`config.mk`:
```
export PLATFORM = sky130hd
export DESIGN_NAME = sram_arbiter_flat
export DESIGN_NICKNAME = d
export VERILOG_FILES = /design/src/rtl/sram_arbiter_if.sv /design/src/rtl/sram_arbiter.sv /design/src/flat_wrapper.sv
export SDC_FILE = /design/constraint.sdc
export NUM_CORES = 1
export LEC_CHECK = 0
export ABC_AREA = 1
export CAP_MARGIN = 20
export CELL_PAD_IN_SITES_DETAIL_PLACEMENT = 2
export CELL_PAD_IN_SITES_GLOBAL_PLACEMENT = 2
export CORE_AREA = 2 2 122 124
export DETAILED_ROUTE_END_ITERATION = 8
export DIE_AREA = 0 0 124 126
export GPL_ROUTABILITY_DRIVEN = 0
export PLACE_DENSITY_LB_ADDON = 0.1
export SYNTH_ARGS = -nofsm -noshare
export SYNTH_HDL_FRONTEND = slang
export SYNTH_SLANG_ARGS = --single-unit
```
`constraint.sdc`:
```
create_clock -name clk -period 1.8 [get_ports clk]
set_input_delay 0.27 -clock clk [delete_from_list [all_inputs] [get_ports clk]]
set_output_delay 0.27 -clock clk [all_outputs]
set_load 0.05 [all_outputs]
```
`src/rtl/sram_arbiter_if.sv`:
```
// Bus bundle for the SRAM arbiter: CPU request port, loader port and SRAM pins.
// slave is the arbiter's view; master is the view of the requesters and SRAM.
interface sram_arbiter_if;
    logic        cpu_req;
    logic        cpu_rnw;
    logic [17:0] cpu_addr;
    logic [7:0]  cpu_din;
    logic [7:0]  cpu_dout;
    logic        cpu_done;
    logic        cpu_ovf;
    logic        ld_req;
    logic [17:0] ld_addr;
    logic [7:0]  ld_din;
    logic        ld_ack;
    logic        ram_cs_b;
    logic        ram_oe_b;
    logic        ram_we_b;
    logic [17:0] ram_a;
    logic [7:0]  ram_dout;
    logic        ram_dout_en;
    logic [7:0]  ram_din;
    logic        busy;

    modport slave (
        input  cpu_req, cpu_rnw, cpu_addr, cpu_din, ld_req, ld_addr, ld_din, ram_din,
        output cpu_dout, cpu_done, cpu_ovf, ld_ack, ram_cs_b, ram_oe_b, ram_we_b,
               ram_a, ram_dout, ram_dout_en, busy
    );

    modport master (
        output cpu_req, cpu_rnw, cpu_addr, cpu_din, ld_req, ld_addr, ld_din, ram_din,
        input  cpu_dout, cpu_done, cpu_ovf, ld_ack, ram_cs_b, ram_oe_b, ram_we_b,
               ram_a, ram_dout, ram_dout_en, busy
    );
endinterface

```
`src/rtl/sram_arbiter.sv`:
```
// Two-master asynchronous SRAM arbiter: CPU (strict priority, one-deep pending slot)
// and a level-request loader. All SRAM strobes come straight from flops.
module sram_arbiter #(
    parameter int unsigned WE_CYCLES = 3,
    parameter int unsigned RD_CYCLES = 2
) (
    input logic           clk,
    input logic           reset_n,
    sram_arbiter_if.slave bus
);
    typedef enum logic [2:0] {
        ST_IDLE    = 3'd0,
        ST_RD      = 3'd1,
        ST_WSETUP  = 3'd2,
        ST_WSTROBE = 3'd3,
        ST_WHOLD   = 3'd4
    } state_t;

    localparam logic [3:0] RD_LAST = 4'(RD_CYCLES - 1);
    localparam logic [3:0] WE_LAST = 4'(WE_CYCLES - 1);

    state_t      state_r, state_s;
    logic [3:0]  cnt_r, cnt_s;
    logic        grant_cpu_s, grant_ld_s, acc_end_s;
    logic        sel_rnw_s;
    logic [17:0] sel_addr_s;
    logic [7:0]  sel_din_s;
    logic        pend_r, pend_rnw_r;
    logic [17:0] pend_addr_r;
    logic [7:0]  pend_din_r;
    logic        own_cpu_r;
    logic        cs_b_s, oe_b_s, we_b_s, dout_en_s;
    logic        cs_b_r, oe_b_r, we_b_r, dout_en_r, busy_r;
    logic [17:0] ram_a_r;
    logic [7:0]  ram_dout_r, cpu_dout_r;
    logic        cpu_done_r, ld_ack_r, ovf_r;

    // CPU request source: a pending request is always older than a fresh pulse
    always_comb begin
        if (pend_r) begin
            sel_rnw_s  = pend_rnw_r;
            sel_addr_s = pend_addr_r;
            sel_din_s  = pend_din_r;
        end else begin
            sel_rnw_s  = bus.cpu_rnw;
            sel_addr_s = bus.cpu_addr;
            sel_din_s  = bus.cpu_din;
        end
    end

    // State register
    always_ff @(posedge clk or negedge reset_n) begin
        if (!reset_n) begin
            state_r <= ST_IDLE;
            cnt_r   <= 4'd0;
        end else begin
            state_r <= state_s;
            cnt_r   <= cnt_s;
        end
    end

    // Next-state logic: grants happen only from IDLE, so a started write always finishes
    always_comb begin
        state_s     = state_r;
        cnt_s       = cnt_r;
        grant_cpu_s = 1'b0;
        grant_ld_s  = 1'b0;
        acc_end_s   = 1'b0;
        case (state_r)
            ST_IDLE: begin
                if (bus.cpu_req || pend_r) begin
                    grant_cpu_s = 1'b1;
                    if (sel_rnw_s) begin
                        state_s = ST_RD;
                        cnt_s   = RD_LAST;
                    end else begin
                        state_s = ST_WSETUP;
                        cnt_s   = 4'd0;
                    end
                end else if (bus.ld_req) begin
                    grant_ld_s = 1'b1;
                    state_s    = ST_WSETUP;
                    cnt_s      = 4'd0;
                end else begin
                    state_s = ST_IDLE;
                end
            end
            ST_RD: begin
                if (cnt_r == 4'd0) begin
                    state_s   = ST_IDLE;
                    acc_end_s = 1'b1;
                end else begin
                    cnt_s = cnt_r - 4'd1;
                end
            end
            ST_WSETUP: begin
                state_s = ST_WSTROBE;
                cnt_s   = WE_LAST;
            end
            ST_WSTROBE: begin
                if (cnt_r == 4'd0) begin
                    state_s = ST_WHOLD;
                end else begin
                    cnt_s = cnt_r - 4'd1;
                end
            end
            ST_WHOLD: begin
                state_s   = ST_IDLE;
                acc_end_s = 1'b1;
            end
            default: begin
                state_s = ST_IDLE;
                cnt_s   = 4'd0;
            end
        endcase
    end

    // Strobe decode from the next state so the registered pins track state_r exactly
    always_comb begin
        cs_b_s    = 1'b1;
        oe_b_s    = 1'b1;
        we_b_s    = 1'b1;
        dout_en_s = 1'b0;
        case (state_s)
            ST_IDLE: begin
                cs_b_s = 1'b1;
            end
            ST_RD: begin
                cs_b_s = 1'b0;
                oe_b_s = 1'b0;
            end
            ST_WSETUP, ST_WHOLD: begin
                cs_b_s    = 1'b0;
                dout_en_s = 1'b1;
            end
            ST_WSTROBE: begin
                cs_b_s    = 1'b0;
                we_b_s    = 1'b0;
                dout_en_s = 1'b1;
            end
            default: begin
                cs_b_s = 1'b1;
            end
        endcase
    end

    // Output, bus and completion registers
    always_ff @(posedge clk or negedge reset_n) begin
        if (!reset_n) begin
            cs_b_r     <= 1'b1;
            oe_b_r     <= 1'b1;
            we_b_r     <= 1'b1;
            dout_en_r  <= 1'b0;
            busy_r     <= 1'b0;
            ram_a_r    <= 18'd0;
            ram_dout_r <= 8'd0;
            cpu_dout_r <= 8'd0;
            cpu_done_r <= 1'b0;
            ld_ack_r   <= 1'b0;
            own_cpu_r  <= 1'b0;
        end else begin
            cs_b_r     <= cs_b_s;
            oe_b_r     <= oe_b_s;
            we_b_r     <= we_b_s;
            dout_en_r  <= dout_en_s;
            busy_r     <= (state_s != ST_IDLE);
            cpu_done_r <= acc_end_s && own_cpu_r;
            ld_ack_r   <= acc_end_s && !own_cpu_r;
            if (grant_cpu_s) begin
                ram_a_r    <= sel_addr_s;
                ram_dout_r <= sel_din_s;
                own_cpu_r  <= 1'b1;
            end else if (grant_ld_s) begin
                ram_a_r    <= bus.ld_addr;
                ram_dout_r <= bus.ld_din;
                own_cpu_r  <= 1'b0;
            end
            if (state_r == ST_RD && cnt_r == 4'd0) begin
                cpu_dout_r <= bus.ram_din;
            end
        end
    end

    // Pending slot: fresh pulses park here unless granted directly from an empty IDLE
    always_ff @(posedge clk or negedge reset_n) begin
        if (!reset_n) begin
            pend_r      <= 1'b0;
            pend_rnw_r  <= 1'b0;
            pend_addr_r <= 18'd0;
            pend_din_r  <= 8'd0;
            ovf_r       <= 1'b0;
        end else if (bus.cpu_req) begin
            if (state_r != ST_IDLE && pend_r) begin
                ovf_r <= 1'b1;
            end else if (state_r != ST_IDLE || pend_r) begin
                pend_r      <= 1'b1;
                pend_rnw_r  <= bus.cpu_rnw;
                pend_addr_r <= bus.cpu_addr;
                pend_din_r  <= bus.cpu_din;
            end
        end else if (state_r == ST_IDLE && pend_r) begin
            pend_r <= 1'b0;
        end
    end

    assign bus.ram_cs_b    = cs_b_r;
    assign bus.ram_oe_b    = oe_b_r;
    assign bus.ram_we_b    = we_b_r;
    assign bus.ram_dout_en = dout_en_r;
    assign bus.ram_a       = ram_a_r;
    assign bus.ram_dout    = ram_dout_r;
    assign bus.cpu_dout    = cpu_dout_r;
    assign bus.cpu_done    = cpu_done_r;
    assign bus.ld_ack      = ld_ack_r;
    assign bus.cpu_ovf     = ovf_r;
    assign bus.busy        = busy_r;
endmodule

```
`src/flat_wrapper.sv`:
```
// flat-port wrapper written by rule: the top's interface ports become plain ports
module sram_arbiter_flat 
#(
    parameter int unsigned WE_CYCLES = 3,
    parameter int unsigned RD_CYCLES = 2
)
  (clk, reset_n, bus_cpu_req, bus_cpu_rnw, bus_cpu_addr, bus_cpu_din, bus_ld_req, bus_ld_addr, bus_ld_din, bus_ram_din, bus_cpu_dout, bus_cpu_done, bus_cpu_ovf, bus_ld_ack, bus_ram_cs_b, bus_ram_oe_b, bus_ram_we_b, bus_ram_a, bus_ram_dout, bus_ram_dout_en, bus_busy);
  sram_arbiter_if bus_i ();
  input logic clk;
  input logic reset_n;
  input wire logic [$bits(bus_i.cpu_req)-1:0] bus_cpu_req;
  input wire logic [$bits(bus_i.cpu_rnw)-1:0] bus_cpu_rnw;
  input wire logic [$bits(bus_i.cpu_addr)-1:0] bus_cpu_addr;
  input wire logic [$bits(bus_i.cpu_din)-1:0] bus_cpu_din;
  input wire logic [$bits(bus_i.ld_req)-1:0] bus_ld_req;
  input wire logic [$bits(bus_i.ld_addr)-1:0] bus_ld_addr;
  input wire logic [$bits(bus_i.ld_din)-1:0] bus_ld_din;
  input wire logic [$bits(bus_i.ram_din)-1:0] bus_ram_din;
  output wire logic [$bits(bus_i.cpu_dout)-1:0] bus_cpu_dout;
  output wire logic [$bits(bus_i.cpu_done)-1:0] bus_cpu_done;
  output wire logic [$bits(bus_i.cpu_ovf)-1:0] bus_cpu_ovf;
  output wire logic [$bits(bus_i.ld_ack)-1:0] bus_ld_ack;
  output wire logic [$bits(bus_i.ram_cs_b)-1:0] bus_ram_cs_b;
  output wire logic [$bits(bus_i.ram_oe_b)-1:0] bus_ram_oe_b;
  output wire logic [$bits(bus_i.ram_we_b)-1:0] bus_ram_we_b;
  output wire logic [$bits(bus_i.ram_a)-1:0] bus_ram_a;
  output wire logic [$bits(bus_i.ram_dout)-1:0] bus_ram_dout;
  output wire logic [$bits(bus_i.ram_dout_en)-1:0] bus_ram_dout_en;
  output wire logic [$bits(bus_i.busy)-1:0] bus_busy;
  assign bus_i.cpu_req = bus_cpu_req;
  assign bus_i.cpu_rnw = bus_cpu_rnw;
  assign bus_i.cpu_addr = bus_cpu_addr;
  assign bus_i.cpu_din = bus_cpu_din;
  assign bus_i.ld_req = bus_ld_req;
  assign bus_i.ld_addr = bus_ld_addr;
  assign bus_i.ld_din = bus_ld_din;
  assign bus_i.ram_din = bus_ram_din;
  assign bus_cpu_dout = bus_i.cpu_dout;
  assign bus_cpu_done = bus_i.cpu_done;
  assign bus_cpu_ovf = bus_i.cpu_ovf;
  assign bus_ld_ack = bus_i.ld_ack;
  assign bus_ram_cs_b = bus_i.ram_cs_b;
  assign bus_ram_oe_b = bus_i.ram_oe_b;
  assign bus_ram_we_b = bus_i.ram_we_b;
  assign bus_ram_a = bus_i.ram_a;
  assign bus_ram_dout = bus_i.ram_dout;
  assign bus_ram_dout_en = bus_i.ram_dout_en;
  assign bus_busy = bus_i.busy;
  sram_arbiter #(.WE_CYCLES(WE_CYCLES), .RD_CYCLES(RD_CYCLES)) u_core (.clk(clk), .reset_n(reset_n), .bus(bus_i));
endmodule
```
==> impl_metrics.ini <==
[clock_network]
numCtsBuffers = 9
tritoncts = built
root_buffer = clkbuf_16
cts.sink_count = 78
worst_skew_pair.late_latency_ns = 0.35
post_cts_buffers = 0
clk_path_buf_depth = 2
cts_htree_levels = 3
cts.clk_slew.worst_paths_ns = 0.06

[route]
vias = 3504
avgRoutedWirePerCell_microns = 15.69
drtIter0Drc = 102
dr.pass1.iters = 4
finalWirelength_microns = 12040
antenna_left = 0
drc = 0
viasPerCell = 4.568

[place]
numPlacedInstances = 750
port_buffers = 106
hpwlAfterDp_microns = 8737
pre_cts_ws_ns = -0.07041
place_area_sq_mm = 0.005089

[synth]
synthesis.nets = 536
yosysSeqAreaShare_pct = 51.65
synth_edf_count = 0
yosys_warnings = 0
syn_area_per_cell_sq_um = 8.073
syn_inst = 469
synth_common_cells = 177 x nand2_1, 75 x dfrtp_1, 42 x nand3_1
synth-main-ff-cell = dfrtp_1
yosys.cell_count.top_type = nand2_1
ys_ff_latch = 78
ys_types = 31
synthTopCellsByArea = dfrtp_1 50%, nand2_1 18%, nand3_1 5.6%
netlist_area_sq_mm = 0.003786
async_flop_share_pct = 100.0
synth.largest_area_cell = dfrtp_1
synth_top_area_share_pct = 49.57

[critical_path]
critPathBufInv = 1
worstPathArrival_ns = 1.49
crit_slowest_cell = clkdlybuf4s50_1
reg2reg_to = u_core.pend_addr_r[9]$_DFFE_PN0P_
cp_top_family = buffers and inverters
rrSetupSlack_ns = 0.15
timing.rr.start = u_core.pend_r$_DFFE_PN0P_
end_kind = output pin
reg2reg_depth = 6
worstSetupStartpointType = flop
worstPathRequired_ns = 1.53
worstPathCellList = clkdlybuf4s50_1
worstPathMaxFanout = 2
worstSetupPathType = reg -> out
max_stage_delay_ns = 0.80

[sta]
finalHoldViolCount = 0
max_slew_margin_pct = 62.21
finalMaxSlewViolations = 0
max_clock_freq_ghz = 0.5682
rsz0062_at_grt = no
hold_slack_ns = 0.4345
fin_skew_ns = 0.007648
worst_slack_ns = 0.04017
finalCritPeriodShare_pct = 97.77
fin_tns_setup_ns = 0
worstMarginPinSlew_ns = 0.5610
setup_viol = 0
period_needed_ns = 1.760

[outcome]
outcome = finished, final reports clean

[min_path]
min_to = u_core.bus.ld_ack$_DFF_PN0_
hp-class = reg -> reg
holdPathStages = 1
min-delay-start = u_core.own_cpu_r$_DFFE_PN0P_

[die]
start_util_pct = 26.45
chipHeight_microns = 126
coreArea_sq_mm = 0.01431
io_pins = 107
num_rows = 44
dieArea_sq_mm = 0.01562
die_w_microns = 124

[final_layout]
n_fill_cell = 1658
seq_area_sq_mm = 0.001956
drive_gt1_share_pct = 10.98
post-route-cell-area_sq_mm = 0.005433
final_cells = 767
multi_input_area_sq_mm = 0.001539
final_util_pct = 37.95
layout.nets = 645
diodes = 0
area_growth_pct = 43.49

[global_route]
grt_max_degree = 56
grt_pass1_wl_microns = 20070
grt_antenna_before_repair = 0
grt_overflow = 0
grt_usage_pct = 16.67
grt_pass1_vias = 4000

[power_and_ir_drop]
finalPower_mw = 10.89
p_leak_nw = 2.729
peakVddDrop_v = 0.0005383
power_density_mw_per_mm2 = 2005

[job]
drv_cap = 0
## worst max path at each step
| stage | start | end | slack (ns) | cells after the start |
|---|---|---|---|---|
| 2_1_floorplan | u_core.pend_r$_DFFE_PN0P_ | u_core.bus.ram_a[10]$_DFFE_PN0P_ | 0.48 | 6 |
| 3_3_place_gp | bus_cpu_req | u_core.bus.ram_a[12]$_DFFE_PN0P_ | 0.02 | 8 |
| 3_5_place_dp | bus_cpu_req | u_core.bus.ram_a[6]$_DFFE_PN0P_ | -0.07 | 6 |
| 4_1_cts | u_core.bus.ram_dout[6]$_DFFE_PN0P_ | bus_ram_dout[6] | 0.002 | 1 |
| 5_1_grt | u_core.pend_r$_DFFE_PN0P_ | u_core.pend_din_r[3]$_DFFE_PN0P_ | 0.002 | 6 |
| 6_report | u_core.bus.ram_a[12]$_DFFE_PN0P_ | bus_ram_a[12] | 0.04 | 1 |
## worst reg2reg max path, delay by kind of cell, from the launching register on
kind	cells	cell delay [ns]
AO/OA/AOI/OAI	1	0.07
flip-flops	1	0.49
AND/OR/NAND/NOR	3	0.48
buffers and inverters	2	0.49
## sequential cells by signal (all words and copies together), names as in the netlist, 3 cells and up
signal / flops
u_core.bus.ram_a: 18
u_core.pend_addr_r: 18
u_core.bus.cpu_dout: 8
u_core.bus.ram_dout: 8
u_core.pend_din_r: 8
u_core.cnt_r: 4
u_core.state_r: 3
## logic make-up (layout without fill, tap and decap cells)
| group | Yosys count | count (layout) | synth area share [%] |
|---|---|---|---|
| AND/OR/NAND/NOR | 264 | 264 | 30.93 |
| flip-flops | 78 | 78 | 51.65 |
| buffers and inverters | 63 | 177 | 7.700 |
| AO/OA/AOI/OAI | 61 | 61 | 8.824 |
| adder cells (fa/ha/maj) | 2 | 2 | 0.6608 |
| XOR/XNOR | 1 | 1 | 0.2314 |
## cell usage in the layout, fill, tap and decap left out, types with 2 or more instances in the layout
master and instances:
nand3_1 42, o21ai_2 2, nand2_2 3, o21ai_1 25, clkbuf_8 2, ha_1 2
inv_2 3, dfstp_2 3, buf_4 14, clkdlybuf4s50_1 69, buf_12 6, inv_1 38
clkinv_2 4, clkbuf_16 9, nor2_1 8, or2_0 18, or2_2 8, dlymetal6s2s_1 18
dlygate4sd2_1 11, nand2_1 177, o21ai_0 27, dfrtp_1 75, a21oi_1 2, nor2_4 3
## layer usage
layer	share of wire [%]	track usage, %	routed length (microns)
met5	0	0	0
met1	44	21.02	5349
met2	51	28.51	6120
met3	3.4	3.533	404
met4	1.4	4.891	163
## report_power, final
part	switching [mW]	leakage [nW]	internal (mW)	total [mW]
clock network	0.723	0.152	1.14	1.87
logic	3.97	1.64	1.92	5.88
registers	0.510	0.935	2.64	3.15
## what timing repair did
| action | 4_1_cts | 5_1_grt |
|---|---|---|
| resized for setup | 11 | 19 |
| hold endpoints to repair | 31 | 0 |
| setup endpoints to repair | 11 | 19 |
| hold buffers | 1 | 0 |
| pin swaps | 0 | 0 |
| gates cloned | 0 | 0 |
## layout make-up
| class | count | share of cell area [%] |
|---|---|---|
| Tap cell | 184 | 4.238 |
| Timing Repair Buffer | 119 | 22.96 |
| Clock buffer | 12 | 4.721 |
| Inverter | 42 | 2.925 |
| Clock inverter | 4 | 0.8291 |
| Sequential cell | 78 | 36.00 |
| Multi-Input combinational cell | 328 | 28.33 |
No activity file was read; power rests on OpenSTA's default activity.
